$ cat config.mk
export PLATFORM = sky130hd
export DESIGN_NAME = sync_bank
export DESIGN_NICKNAME = d
export VERILOG_FILES = /design/src/rtl/sync_bank_pkg.sv /design/src/rtl/sync_bank_chain.sv /design/src/rtl/sync_bank.sv
export SDC_FILE = /design/constraint.sdc
export NUM_CORES = 1
export LEC_CHECK = 0
export CAP_MARGIN = 0
export CORE_ASPECT_RATIO = 1.2
export CORE_UTILIZATION = 25
export CTS_CLUSTER_SIZE = 30
export DETAILED_ROUTE_END_ITERATION = 8
export PLACE_DENSITY = 0.54
export SETUP_SLACK_MARGIN = 0.1
export SYNTH_ARGS = -nofsm -noshare
export SYNTH_HDL_FRONTEND = slang
export SYNTH_HIERARCHICAL = 1
export SYNTH_SLANG_ARGS = --single-unit
$ cat constraint.sdc
create_clock -name clock -period 0.91 [get_ports clock]
set_input_delay 0.091 -clock clock [delete_from_list [all_inputs] [get_ports clock]]
set_output_delay 0.091 -clock clock [all_outputs]
set_load 0.1 [all_outputs]
$ cat src/rtl/sync_bank_pkg.sv
// Shared constants and helpers for the sync_bank synchronizer bank.
// Filter counter width is derived here so top and any users agree on it.
package sync_pkg;

    localparam int STAGES_DEF = 2;
    localparam int FILTER_DEF = 4;

    // Counter must hold 0..FILTER-1; never narrower than one bit.
    function automatic int cnt_width(input int filter);
        int w;
        w = $clog2(filter + 1);
        return (w < 1) ? 1 : w;
    endfunction

endpackage

$ cat src/rtl/sync_bank_chain.sv
// Vector N-stage flip-flop synchronizer with synchronous active-high reset.
// Only s_q[1] reads s_q[0]; the first stage is the one allowed to go metastable.
module sync_chain
    import sync_pkg::*;
#(
    parameter int               WIDTH     = 1,
    parameter int               STAGES    = STAGES_DEF,
    parameter logic [WIDTH-1:0] RESET_VAL = '0
) (
    input  logic             clk_i,
    input  logic             rst_i,
    input  logic [WIDTH-1:0] async_i,
    output logic [WIDTH-1:0] sync_o
);

    logic [STAGES-1:0][WIDTH-1:0] s_q;

    always_ff @(posedge clk_i) begin
        if (rst_i) begin
            s_q <= {STAGES{RESET_VAL}};
        end else begin
            s_q[0] <= async_i;
            for (int i = 1; i < STAGES; i++) begin
                s_q[i] <= s_q[i-1];
            end
        end
    end

    assign sync_o = s_q[STAGES-1];

endmodule

$ cat src/rtl/sync_bank.sv
// Synchronizer bank: per-channel sync chain, optional debounce, edge pulses.
// Define SYNC_BANK_FILTER_EN to build the stability counters; otherwise level tracks synced.
module sync_bank
    import sync_pkg::*;
#(
    parameter int                  CHANNELS  = 8,
    parameter int                  STAGES    = STAGES_DEF,
    parameter int                  FILTER    = FILTER_DEF,
    parameter logic [CHANNELS-1:0] RESET_VAL = {CHANNELS{1'b0}}
) (
    input  logic                clock,
    input  logic                reset,
    input  logic [CHANNELS-1:0] async_in,
    output logic [CHANNELS-1:0] level,
    output logic [CHANNELS-1:0] rise,
    output logic [CHANNELS-1:0] fall,
    output logic                changed
);

    if (CHANNELS < 1) begin : g_bad_channels
        $error("sync_bank: CHANNELS must be >= 1");
    end
    if (STAGES < 2) begin : g_bad_stages
        $error("sync_bank: STAGES must be >= 2");
    end
    if (FILTER < 1) begin : g_bad_filter
        $error("sync_bank: FILTER must be >= 1");
    end

    logic [CHANNELS-1:0] synced;
    logic [CHANNELS-1:0] level_d;
    logic [CHANNELS-1:0] level_q;
    logic [CHANNELS-1:0] rise_q;
    logic [CHANNELS-1:0] fall_q;
    logic                changed_q;

    sync_chain #(
        .WIDTH     (CHANNELS),
        .STAGES    (STAGES),
        .RESET_VAL (RESET_VAL)
    ) u_chain (
        .clk_i   (clock),
        .rst_i   (reset),
        .async_i (async_in),
        .sync_o  (synced)
    );

`ifdef SYNC_BANK_FILTER_EN
    localparam int            CW       = cnt_width(FILTER);
    localparam logic [CW-1:0] CNT_LAST = CW'(FILTER - 1);
`endif

    for (genvar g = 0; g < CHANNELS; g++) begin : g_ch
        logic lvl_d;
`ifdef SYNC_BANK_FILTER_EN
        logic [CW-1:0] cnt_q;
        logic [CW-1:0] cnt_d;

        // Count consecutive disagreeing cycles; commit on the FILTER-th one.
        always_comb begin
            cnt_d = '0;
            lvl_d = level_q[g];
            if (synced[g] != level_q[g]) begin
                if (cnt_q == CNT_LAST) begin
                    lvl_d = synced[g];
                end else begin
                    cnt_d = cnt_q + 1'b1;
                end
            end
        end

        always_ff @(posedge clock) begin
            if (reset) begin
                cnt_q <= '0;
            end else begin
                cnt_q <= cnt_d;
            end
        end
`else
        assign lvl_d = synced[g];
`endif
        assign level_d[g] = lvl_d;
    end

    // Edges registered with level so a pulse coincides with the new level.
    always_ff @(posedge clock) begin
        if (reset) begin
            level_q   <= RESET_VAL;
            rise_q    <= '0;
            fall_q    <= '0;
            changed_q <= 1'b0;
        end else begin
            level_q   <= level_d;
            rise_q    <= ~level_q & level_d;
            fall_q    <= level_q & ~level_d;
            changed_q <= |(level_q ^ level_d);
        end
    end

    assign level   = level_q;
    assign rise    = rise_q;
    assign fall    = fall_q;
    assign changed = changed_q;

endmodule
# Yosys cells after proc, flatten, opt, wreduce, memory -nomap -nowiden
# Index checks and enable logic that the tools add are counted.
# totals
register_bits	41
wordCells	12
output_inout_bits	25
# op_classes
n_reduce_logical	1
n_bitwise	5
# op_table
cell	n
8-bit bitwise AND	2
8-bit NOT	2
8-bit OR reduction	1
8-bit XOR	1

# Longest topological paths before layout
# logic_depth
ltp_word	2
ltp_mapped	4
ltp_nobuf	4

# Hierarchy
# The synthesis kept the hierarchy.
# by_module_without_submodules
mod	cells_per_inst	instances	area_per_inst_um2
sync_bank	86	1	929.6
sync_chain	41	1	524.3

# Worst setup path before layout
# OpenSTA, ideal clock, no wires.
# synth_path
path_type	register to register
startpoint	register level_q[5], in the netlist level[5]
endpoint	register changed_q, in the netlist changed
slack_ns	-0.811
n_path_buf	0
arrival_time_ns	1.652
stages_incl_launch_ff	5
setup_ns	0.070
path_cell_list	dfxtp_1 -> inv_1 -> ha_1 -> and4_1 -> a21oi_1
# synth_between
elab_chain_cells	2
# synth_rtl
element	line	text
start, declared	sync_bank.sv:32	logic [CHANNELS-1:0] level_q;
start signal, assigned	sync_bank.sv:93	level_q <= level_d;
8-bit XOR	sync_bank.sv:96	changed_q <= |(level_q ^ level_d);
8-bit OR reduction	sync_bank.sv:96	
end signal, assigned	sync_bank.sv:96	
end, declared	sync_bank.sv:35	logic changed_q;
# No other way between the ends.
# A chain may end at the register's enable or synchronous reset.

# Worst setup path after layout
# layout_path
startpoint	register level_q[2], in the netlist level[2]
endpoint	register changed_q, in the netlist changed
# Same word-level chain as after synthesis.

==> impl_results.md <==
- Mux cell area share after synthesis: 0%
- Placeable Area: 0.00563 sq mm
- Fin. Hold Viols: 0
- Die area: 0.00613 sq mm
- CTS Buf Count: 5
- CTS Root Buffer Type: clkbuf_8
- Pleak: 1.03 nW
- GRT Total Usage: 9.09%
- Register area share after synthesis: 56.5%
- Synthesis-to-layout area growth: 78.0%
- Synth warnings: 6
- TritonCTS clock tree: yes
- Drt pass-1 iters: 3
- I/O Pins: 35
- Filler cells: 508
- Critical path class: register to register
- Clock slew at reported path FFs: 0.08 ns
- Worst R2R Setup Slack: -0.10 ns
- Largest net degree at the start of global routing: 20
- Final ANT Viol Nets: 0
- Skew final: 0.0119 ns
- Routability Congestion: 0.671
- Mapped Nets: 153
- Iter 0 DRT Violations: 34
- Setup violators final: 17
- Final HPWL DP: 1.74 mm
- Final worst path period share: 111%
- Hold Buf Count CTS: 0
- Violated checks: negative setup slack
- Inst Count DP: 227
- Layout cell share with drive strength beyond 1: 65.4%
- Detailed Route WL: 2.52 mm
- Total Nets Final: 204
- CTS Buffer Depth: 2
- Synth Area in Adders: 13.8%
- Later-pin clock latency in the skew report: 0.29 ns
- Port buffer count: 34
- Crit path capture type: register
- Vias/cell: 3.78
- Worst Hold Class: input pin to register
- Synth Area in Simple Gates: 19.4%
- Total number of vias: 918
- Vias in the first global route: 966
- First-pass GRT wire length: 4.17 mm
- Max Slew Vio Count: 0
- Critical Path Start Type: register
- Mean area per synthesized cell: 11.4 sq um
- Compound-gate portion of the synthesized area: 0.344%
- # rows: 30
- H-tree Lvls: 2
- Global route total overflow: 0
- Crit path time final: 1.01 ns
- Max Fanout on Critical Path: 2
- Status: complete, but fails checks
- Critical Path AT: 1.19 ns
- Setup ws final: -0.104 ns
- Unique masters post-synth: 12
- Critical Path Slowest Stage Cell: dfxtp_4
- DRC Markers: 0
- Initial Utilization: 25.8%
- Initial antenna violation count: 0
- Synthesized flop and latch total: 41
- Die Wd: 71.6 um
- RSZ-0062 raised after global routing: true
- Largest family of logic cells by synthesized area: simple AND/OR/NAND/NOR gates
- Slowest Stage Delay on Critical Path: 0.36 ns
- Die Ht: 85.5 um
- Max Cap Viol: 0
- Measured slew at the worst slew-check pin: 0.146 ns
- Mapped Area: 0.00145 sq mm
- CP Cell Sequence: inv_2 > ha_4 > and4_1 > a21oi_2
- Power density cells: 1400 mW/mm^2
- Worst hold margin: 0.349 ns
- Slew headroom: 90.2%
- Synth Area in XOR/XNOR: 0%
- Routed len/inst: 10.3 um
- Antenna diodes: 0
- Pre-CTS setup slack: -0.180 ns
- Fmax: 0.986 GHz
- Req. time, crit path: 1.09 ns
- Syn Inst Count: 127
- Clk sinks: 41
- Worst-case vdd ir drop: 765 uV
- Finished Layout Cells: 243
## power breakdown
group	switching (W)	internal [W]	total (W)
registers	0.0000390	0.00184	0.00188
logic	0.000334	0.000278	0.000611
clock network	0.000609	0.000529	0.00114
## layout make-up
class                   instances  area, sq um  area share [%]
flip-flops and latches         41          873            33.8
inverters                      16         60.1            2.32
clock buffers                   5         68.8            2.66
clock inverters                 3         17.5           0.677
repair buffers                 55          830            32.1
multi-input cells              59          658            25.4
well taps                      64         80.1            3.09
## repair_timing
| item | CTS | global route |
|---|---|---|
| endpoints found under the setup margin | 34 | 35 |
| buffers inserted | 3 | 5 |
| gates cloned | 0 | 0 |
| pin swaps | 6 | 5 |
| resized for setup | 24 | 13 |
## cell usage after synthesis (all sizes together)
cell type	number	area, sq um
inv	16	60.1
nor2	8	30.0
buf	11	86.3
ha	16	200
a21oi	1	5.00
and4	2	17.5
nor2b	25	174
dfxtp	41	821
and2b	7	60.1
## metal layers
layer	GRT usage, %	share of wire (%)	up-vias
li1	-	-	471
met1	9.01	41	420
met2	16.2	53	25
met3	3.53	5.0	2
met4	4.81	1.4	0
met5	0	0	-
## metrics by stage
| step | power [W] | TNS (ns) | utilization (%) | cell area, sq um |
|---|---|---|---|---|
| after floorplan | 0.00225 | -0.812 | - | 1530 |
| after global placement | 0.00247 | -4.93 | 39.8 | 2240 |
| after detailed placement | 0.00247 | -5.19 | 39.8 | 2240 |
| after CTS | 0.00365 | -1.12 | 43.9 | 2470 |
| after global routing | 0.00379 | -1.72 | 46.0 | 2590 |
| final | 0.00363 | -1.06 | 46.0 | 2590 |
## path summary, 6_finish.rpt
| path | start | endpoint | cells past startpoint |
|---|---|---|---|
| worst max register to register | level[2] | changed | 4 |
| worst min register to register | u_chain/s_q[5] | u_chain/sync_o[5] | 1 |
| worst min-delay path | async_in[3] | u_chain/s_q[3] | 2 |
| worst max-delay path | level[2] | changed | 4 |
## cells in the final DEF, fill, tap and decap left out
| cell type | netlist | layout |
|---|---|---|
| buf_12 | 0 | 27 |
| dfxtp_1 | 41 | 15 |
| clkdlybuf4s50_1 | 0 | 9 |
| and4_1 | 2 | 1 |
| and2b_1 | 1 | 1 |
| buf_6 | 1 | 15 |
| nor2b_4 | 0 | 2 |
| dfxtp_4 | 0 | 8 |
| nor2b_1 | 18 | 16 |
| clkinv_2 | 0 | 2 |
| and4_4 | 0 | 1 |
| nor2_1 | 8 | 8 |
| ha_1 | 16 | 4 |
| and2b_2 | 6 | 6 |
| clkinvlp_4 | 0 | 1 |
| dfxtp_2 | 0 | 18 |
| nor2b_2 | 7 | 7 |
| a21oi_2 | 0 | 1 |
| buf_4 | 10 | 4 |
| ha_4 | 0 | 12 |
| inv_2 | 0 | 8 |
| inv_1 | 16 | 8 |
| clkbuf_8 | 0 | 5 |
## cell families (layout without fill, tap and decap cells)
| kind of cell | count (synthesis) | after routing |
|---|---|---|
| simple gates | 42 | 42 |
| flops | 41 | 41 |
| buf+inv | 27 | 79 |
| fa+ha+maj | 16 | 16 |
| compound gates | 1 | 1 |
## worst max-delay path, delay by kind of cell (launching register included)
kind,cells,cell delay (ns)
AOI/OAI and AO/OA,1,0.05
adders and majority gates,1,0.25
buffers and inverters,1,0.04
DFF,1,0.36
and+or+nand+nor,1,0.20
## flip-flops by register name (all words and copies together) (netlist names)
register / cells
level: 8
fall: 8
rise: 8
u_chain/sync_o: 8
changed: 1
u_chain/s_q: 8
Note: power is estimated with default switching activity, not from simulation.
==> RTL change (config.mk and constraints unchanged) <==
Change the parameter `CHANNELS` from 8 to 7.
--- a/src/rtl/sync_bank.sv
+++ b/src/rtl/sync_bank.sv
@@ -3,7 +3,7 @@
 module sync_bank
     import sync_pkg::*;
 #(
-    parameter int                  CHANNELS  = 8,
+    parameter int                  CHANNELS  = 7,
     parameter int                  STAGES    = STAGES_DEF,
     parameter int                  FILTER    = FILTER_DEF,
     parameter logic [CHANNELS-1:0] RESET_VAL = {CHANNELS{1'b0}}
Interface: changed (resized async_in, fall, level and rise); port bits go from 35 to 31. No check against the original RTL was run, so the function may have changed too.
==> RTL change against the original RTL <==
  * The run still ends with negative setup slack left
  * Synthesized area decreased by 12%
  * Setup slack got worse by 26 ps
  * Sequential power decreased by 12%
  * Sequential share of layout area decreased by 0.36 points
  * Total power decreased by 8.2%
  * Global-route usage increased by 0.29 points
  * Sequential cell count decreased by 5
  * Die area decreased by 11%
  * Synthesized cell count decreased by 13%
  * Routed wire length decreased by 17%
  * Design area decreased by 11%
  * Via count decreased by 14%
  * Utilization increased by 0.78 points
  * Critical endpoint unchanged
==> RTL change: results (changes against the original RTL) <==
Cells and area
  • Fraction of layout cells with a size suffix above 1: 67.3% (was 65.4%)

GRT
  • M2 GR Usage: 15.8% (was 16.2%)
  • Global-route wire length before repair: 3.48 mm (was 4.17 mm)
  • GRT met3 Usage: 4.40% (was 3.53%)
  • Vias in the first global route: 790 (was 966)
  • Largest net degree at the start of global routing: 16 (was 20)
  • Global Route Usage Sum: 9.38% (was 9.09%)

Logic synthesis
  • Post-synth top cells: 36 x dfxtp_1, 15 x nor2b_1, 14 x ha_1, 14 x inv_1, 10 x nor2b_2 (was 41 x dfxtp_1, 18 x nor2b_1, 16 x ha_1, 16 x inv_1, 10 x buf_4)
  • Syn avg cell area: 11.6 µm² (was 11.4 µm²)
  • Synth Area in Adders: 13.6% (was 13.8%)
  • Compound-cell area share of the yosys netlist: 1.27% (was 0.344%)
  • Synth Net Count: 134 (was 153)
  • Async set or reset register ratio after synthesis: 0% (unchanged)
  • Synth top area cells: dfxtp_1 56%, ha_1 14%, nor2b_1 7.3% (was dfxtp_1 56%, ha_1 14%, nor2b_1 7.7%)

Detailed routing
  • WL/cell: 9.65 µm (was 10.3 µm)
  • DRT Pass-1 Iters: 2 (was 3)
  • Vias per std cell: 3.65 (was 3.78)
  • Routed WL: 2.08 mm (was 2.52 mm)

Pwr
  • Worst vdd ir: 544 µV (was 765 µV)
  • Leakage: 0.000896 µW (was 0.00103 µW)

Outcome
  • Violations in the final reports: negative setup slack (unchanged)
  • Outcome: finished, violations left (unchanged)

STA
  • Final Setup Violations: 14 (was 17)
  • Smallest setup slack after layout: -130 ps (was -104 ps)
  • Final hold slack: 386 ps (was 349 ps)
  • Clk_skew: 1.98 ps (was 11.9 ps)

Critical path
  • Start point of the critical path: level[6]$_SDFF_PP0_ (was level[2]$_SDFF_PP0_)
  • Delay of the slowest cell on the worst path: 350 ps
  • CP delay by family, top: flip-flops (unchanged)

Clock network
  • Clk_lat worst skew: 280 ps
  • Reg clk slew, reported paths: 60 ps (was 80 ps)

Placed design
  • Input/output buffers: 30 (was 34)
  • Post-DP HPWL: 1.56 mm (was 1.74 mm)
  • Routability cong.: 0.715 (was 0.671)

Hold path
  • Worst Hold Depth: 2 (unchanged)
-- RTL change: what timing repair did --
action | 4_1_cts | 5_1_grt
buffers inserted | 4 | 1
resized for setup | 15 | 7
setup endpoints to repair | 30 | 30
pin swaps | 1 | 1
endpoints found under the hold margin | 0 | 0
-- RTL change: per-layer routing --
metal / part of all wire (%) / up-vias / routed length [µm]
li1: - / 410 / -
met1: 39 / 350 / 814
met2: 52 / 23 / 1080
met3: 5.7 / 5 / 119
met4: 3.2 / 0 / 67
met5: 0 / - / 0
-- RTL change: worst max-delay path by stage --
stage / to / cells after the start
floorplan: changed$_SDFF_PP0_ / 4
global placement: changed$_SDFF_PP0_ / 4
detailed placement: rise[2]$_SDFF_PP0_ / 4
CTS: changed$_SDFF_PP0_ / 4
global route: changed$_SDFF_PP0_ / 4
finish: changed$_SDFF_PP0_ / 4
-- RTL change: cell families (layout without fill, tap and decap cells) --
kind of cell,after synthesis,in the layout
buf+inv,24,69
flops,36,36
compound gates,1,1
fa+ha+maj,14,14
simple gates,36,36
-- RTL change: power breakdown --
part / internal (µW) / switching, µW / leakage (µW)
Combinational: 253 / 298 / 0.000542
Clock: 616 / 510 / 0.0000455
Sequential: 1620 / 35.5 / 0.000308
Total: 2490 / 844 / 0.000896
-- RTL change: through the flow --
stage	setup WS, ps	instance area [µm²]	TNS (ps)
after floorplan	-352	1440	-873
after global placement	-164	2080	-3980
after detailed placement	-162	2080	-4400
after CTS	-134	2270	-982
after global routing	-170	2310	-1270
final	-130	2310	-807
-- RTL change: cell type report --
cell class / count / area share, %
sequential: 36 / 33.4
timing repair buffer: 47 / 31.5
multi-input combinational: 51 / 25.7
clock buffer: 8 / 3.90
tap: 60 / 3.25
inverter: 14 / 2.28
